`config.mk`:
```
export PLATFORM = sky130hd
export DESIGN_NAME = hist_frame_summarizer
export DESIGN_NICKNAME = d
export VERILOG_FILES = /design/src/rtl/hist_frame_summarizer.sv
export SDC_FILE = /design/constraint.sdc
export NUM_CORES = 1
export LEC_CHECK = 0
export BUFFER_PORTS_ARGS = -buffer_cell sky130_fd_sc_hd__buf_2
export CORE_MARGIN = 5
export CORE_UTILIZATION = 60
export CTS_CLUSTER_DIAMETER = 50
export DETAILED_ROUTE_END_ITERATION = 12
export PLACE_DENSITY = 0.8
export SKIP_CTS_REPAIR_TIMING = 1
export SLEW_MARGIN = 20
export SYNTH_ARGS = -nofsm -noshare
export SYNTH_HDL_FRONTEND = slang
export SYNTH_SLANG_ARGS = --single-unit
```
`constraint.sdc`:
```
create_clock -name clk -period 4.7 [get_ports clk]
set_clock_uncertainty 0.1 [all_clocks]
set_input_delay 0.47 -clock clk [delete_from_list [all_inputs] [get_ports clk]]
set_output_delay 0.47 -clock clk [all_outputs]
set_load 0.1 [all_outputs]
```
`src/rtl/hist_frame_summarizer.sv`:
```
// Reduces each 64-bin histogram frame to {total, peak index, peak value} and emits it as a byte record.
// Define HIST_SUM_CHECKSUM_EN to append an XOR checksum byte (5-byte record instead of 4).
module hist_frame_summarizer #(
    parameter int NUM_BINS = 64,
    parameter int BIN_W    = 4,
    parameter int IDX_W    = 6,
    parameter int SUM_W    = 10
) (
    input  logic             clk,
    input  logic             rst_n,
    input  logic             bin_valid,
    input  logic [BIN_W-1:0] bin_data,
    input  logic             bin_last,
    output logic             sum_valid,
    input  logic             sum_ready,
    output logic [7:0]       sum_byte,
    output logic             sum_first,
    output logic             sum_last,
    output logic             busy,
    output logic             frame_err
);

    localparam logic [0:0] S_COLLECT = 1'b0;
    localparam logic [0:0] S_EMIT    = 1'b1;
`ifdef HIST_SUM_CHECKSUM_EN
    localparam logic [2:0] LAST_IDX  = 3'd4;
`else
    localparam logic [2:0] LAST_IDX  = 3'd3;
`endif
    localparam logic [IDX_W:0] CNT_FULL = (IDX_W+1)'(NUM_BINS);
    localparam logic [IDX_W:0] CNT_LAST = (IDX_W+1)'(NUM_BINS - 1);

    logic [0:0]       state_q, state_d;
    logic [IDX_W:0]   beat_cnt_q, beat_cnt_d;
    logic [SUM_W-1:0] sum_q, sum_d;
    logic [BIN_W-1:0] max_val_q, max_val_d;
    logic [IDX_W-1:0] max_idx_q, max_idx_d;
    logic             err_pending_q, err_pending_d;
    logic             drop_pending_q, drop_pending_d;
    logic             rec_err_q, rec_err_d;
    logic             rec_drop_q, rec_drop_d;
    logic [2:0]       byte_idx_q, byte_idx_d;
    logic             frame_err_q, frame_err_d;
    logic             close;
    logic             close_err;

    always_comb begin
        state_d        = state_q;
        beat_cnt_d     = beat_cnt_q;
        sum_d          = sum_q;
        max_val_d      = max_val_q;
        max_idx_d      = max_idx_q;
        err_pending_d  = err_pending_q;
        drop_pending_d = drop_pending_q;
        rec_err_d      = rec_err_q;
        rec_drop_d     = rec_drop_q;
        byte_idx_d     = byte_idx_q;
        frame_err_d    = 1'b0;
        close          = 1'b0;
        close_err      = 1'b0;

        case (state_q)
            S_COLLECT: begin
                if (bin_valid) begin
                    if (err_pending_q) begin
                        // Overlong frame: extra beats are ignored until last closes it
                        if (bin_last) begin
                            close     = 1'b1;
                            close_err = 1'b1;
                        end
                    end else begin
                        beat_cnt_d = (beat_cnt_q == CNT_FULL) ? beat_cnt_q : beat_cnt_q + 1'b1;
                        sum_d      = sum_q + SUM_W'(bin_data);
                        if (bin_data > max_val_q) begin
                            max_val_d = bin_data;
                            max_idx_d = beat_cnt_q[IDX_W-1:0];
                        end
                        if (bin_last) begin
                            close     = 1'b1;
                            close_err = (beat_cnt_q != CNT_LAST);
                        end else if (beat_cnt_q == CNT_LAST) begin
                            err_pending_d = 1'b1;
                        end
                    end
                end
                if (close) begin
                    state_d        = S_EMIT;
                    rec_err_d      = close_err;
                    // The pending drop is latched into this record; new drops go to the next one
                    rec_drop_d     = drop_pending_q;
                    drop_pending_d = 1'b0;
                    frame_err_d    = close_err;
                    byte_idx_d     = 3'd0;
                end
            end
            default: begin
                if (bin_valid) drop_pending_d = 1'b1;
                if (sum_ready) begin
                    if (byte_idx_q == LAST_IDX) begin
                        state_d       = S_COLLECT;
                        beat_cnt_d    = '0;
                        sum_d         = '0;
                        max_val_d     = '0;
                        max_idx_d     = '0;
                        err_pending_d = 1'b0;
                        byte_idx_d    = 3'd0;
                    end else begin
                        byte_idx_d = byte_idx_q + 3'd1;
                    end
                end
            end
        endcase
    end

    always_ff @(posedge clk or negedge rst_n) begin
        if (!rst_n) begin
            state_q        <= S_COLLECT;
            beat_cnt_q     <= '0;
            sum_q          <= '0;
            max_val_q      <= '0;
            max_idx_q      <= '0;
            err_pending_q  <= 1'b0;
            drop_pending_q <= 1'b0;
            rec_err_q      <= 1'b0;
            rec_drop_q     <= 1'b0;
            byte_idx_q     <= 3'd0;
            frame_err_q    <= 1'b0;
        end else begin
            state_q        <= state_d;
            beat_cnt_q     <= beat_cnt_d;
            sum_q          <= sum_d;
            max_val_q      <= max_val_d;
            max_idx_q      <= max_idx_d;
            err_pending_q  <= err_pending_d;
            drop_pending_q <= drop_pending_d;
            rec_err_q      <= rec_err_d;
            rec_drop_q     <= rec_drop_d;
            byte_idx_q     <= byte_idx_d;
            frame_err_q    <= frame_err_d;
        end
    end

    logic [7:0] b0, b1, b2, b3, cur_byte;
    assign b0 = 8'hA5;
    assign b1 = {rec_err_q, rec_drop_q, max_idx_q};
    assign b2 = sum_q[7:0];
    assign b3 = {max_val_q, 2'b00, sum_q[9:8]};

    // Record fields are frozen during EMIT, so muxing from live registers keeps bytes stable under stall
    always_comb begin
        case (byte_idx_q)
            3'd0:    cur_byte = b0;
            3'd1:    cur_byte = b1;
            3'd2:    cur_byte = b2;
            3'd3:    cur_byte = b3;
`ifdef HIST_SUM_CHECKSUM_EN
            3'd4:    cur_byte = b0 ^ b1 ^ b2 ^ b3;
`endif
            default: cur_byte = 8'h00;
        endcase
    end

    assign sum_valid = (state_q == S_EMIT);
    assign sum_byte  = sum_valid ? cur_byte : 8'h00;
    assign sum_first = sum_valid && (byte_idx_q == 3'd0);
    assign sum_last  = sum_valid && (byte_idx_q == LAST_IDX);
    assign busy      = (state_q == S_EMIT);
    assign frame_err = frame_err_q;

endmodule

```
==> run summary <==
Post-synthesis cell count - 214
Drt first pass iters - 4
Hold Path Class - in -> async
Post-DP HPWL - 3265 um
Register area - 900.9 sq um
Vias in the first global route - 1,664
Crit path time final - 3.016 ns
Post-synth EDFFs - 0
Register area share after synthesis - 0.4299
Clock-pin slew on the worst setup and hold paths - 0.10 ns
Crit-path leading delay family - flip-flops
Synthesis warning total - 0
Total Routed Length - 4510 um
Syn_nets - 238
Synth area leader - dfrtp_1
Synth unique cells - 48
Tightest Pin Transition - 0.8144 ns
RD Place Congestion - 0.8221
Port Buffer Count - 21
Final setup vio count - 0
Mean post-synth cell area - 9.793 sq um
Final antenna-violating net count - 0
Reg-to-reg setup timing slack - 1.90 ns
Final hold slack - 0.08588 ns
Critical Path, Cell by Cell - nor2b_1, o41ai_2, nor2_1, buf_2
Max Root-Sink Buffers - 2
Final hold viol count - 0
Commonest non-fill, non-tap cell in the layout - dfrtp_1
Total Power Consumption - 1.537 mW
Clock latency on the worst-skew pair - 0.35 ns
Setup crit end kind - output port
Buf+Inv Stages, Crit Path - 1
Largest net degree at the start of global routing - 37
Unrepaired setup endpoints after global routing - no
Total number of vias - 1,685
Critical Path Slowest Stage Cell - dfrtp_1
Crit path DAT - 2.45 ns
Boundary Pins - 22
Die ar. - 0.004775 sq mm
H-Tree Level Count - 2
Power per Cell Area - 672.6 mW/mm^2
Gr usage total - 0.2018
CTS sink count - 36
Max-slew headroom - 0.4570
Top area cells in the synthesized netlist - dfrtp_1, ha_1, a22o_1
Max Slew Vio Count - 0
CTS buffer count - 5
Async SR Flop Fraction - 1.000
Rows - 21
Via density - 6.039
Leak - 1.111 nW
Antenna violations before repair - 0
Max Freq - 331.6 MHz
CTS tree - built
DRC Markers - 0
Initial DRC count - 106
Top cell type's share of synthesized area - 0.4299
Final net count - 256
Layout cells sized above 1 - 0.1588
Chip height - 69.10 um
Total of fill cells in the finished design - 296
Area of the multi-input gates - 0.001096 sq mm
Max-cap viol count - 0
Synthesized flop and latch total - 36
Critical path fanouts, max - 27
Die Wd - 69.10 um
First-pass GRT wire length - 7790 um
Starting Density - 0.6231
Crit path largest cell delay - 0.89 ns
Most frequent cells in the layout - dfrtp_1, buf_2, nor2_1
IR drop worst, VDD - 0.4052 mV
Tcrit/Tclk final - 0.6417
Synth-to-Final Area Change - 9.015%
Setup TNS - 0 ns
Setup CP Type - reg -> out
Status - finished clean
WP data required - 4.13 ns
# diodes - 0
Post-synthesis cell area - 0.002096 sq mm
DR WL/cell - 16.16 um
Top FF cell, synth - dfrtp_1
CTS root buf - clkbuf_4
Total gr overflow - 0
Startpoint Class - register
Core area - 0.003363 sq mm
==> report_power, final <==
group | internal [mW] | leakage [nW] | switching (mW)
Sequential | 0.381 | 0.476 | 0.0921
Combinational | 0.207 | 0.592 | 0.643
Clock | 0.111 | 0.0422 | 0.102
Total | 0.699 | 1.11 | 0.838
==> synth_stat cells, drive strengths merged (4+ instances only) <==
library cell and number:
nand3 6, nand2 17, clkbuf 6, inv 13, nand2b 4, o21ai 8
a22o 12, buf 4, ha 14, a22oi 4, nor2 20, dfrtp 36
a21oi 12
==> per-layer routing <==
layer	track usage	share of wire	up-vias
li1	-	-	818
met1	0.2678	0.45	806
met2	0.3199	0.47	52
met3	0.04942	0.057	9
met4	0.07375	0.018	0
met5	0	0	-
==> cell type report <==
type | count | area share
repair buffers | 21 | 0.04600
inverters | 13 | 0.02136
clock buffers | 6 | 0.01807
clock inverters | 2 | 0.01533
flip-flops and latches | 36 | 0.3943
multi-input cells | 155 | 0.4797
well taps | 46 | 0.02519
==> state kept, by name, indices dropped and copies added (netlist names) <==
name / flops
sum_q: 10
beat_cnt_q: 7
max_idx_q: 6
max_val_q: 4
byte_idx_q: 3
busy: 1
drop_pending_q: 1
err_pending_q: 1
frame_err: 1
rec_drop_q: 1
rec_err_q: 1
==> worst paths after layout <==
kind | cells past startpoint | to | start
min | 1 | max_val_q[1] | rst_n
max in group asynchronous | 1 | frame_err | rst_n
max | 4 | sum_byte[3] | busy
min reg2reg | 1 | drop_pending_q | drop_pending_q
max reg2reg | 4 | max_val_q[0] | busy
min in group clk | 2 | max_val_q[3] | bin_data[3]
==> through the flow <==
step | cell area (sq um) | utilization | std cells | worst slack, ns
6_report | 2285 | 0.6793 | 279 | 1.684
3_3_place_gp | 2201 | 0.6544 | 271 | 1.738
4_1_cts | 2285 | 0.6793 | 279 | 1.714
5_1_grt | 2285 | 0.6793 | 279 | 1.397
3_5_place_dp | 2208 | 0.6566 | 271 | 1.946
2_1_floorplan | 2096 | - | 214 | 1.072
==> cells by family after synthesis <==
kind of cell	count (synthesis)	synth area share
buffers and inverters	23	0.05075
DFF	36	0.4298
AOI/OAI and AO/OA	57	0.1970
xor gates and xnor gates	4	0.01672
adders and majority gates	15	0.09314
and+or+nand+nor	74	0.1875
muxes	5	0.02507
==> worst register-to-register path: stages (launching register included) <==
cell	delay [ns]
dfrtp_1	0.89
and4b_1	0.60
nor2_2	0.23
or3_1	0.59
a22o_1	0.30
No activity file was read; power rests on OpenSTA's default activity.
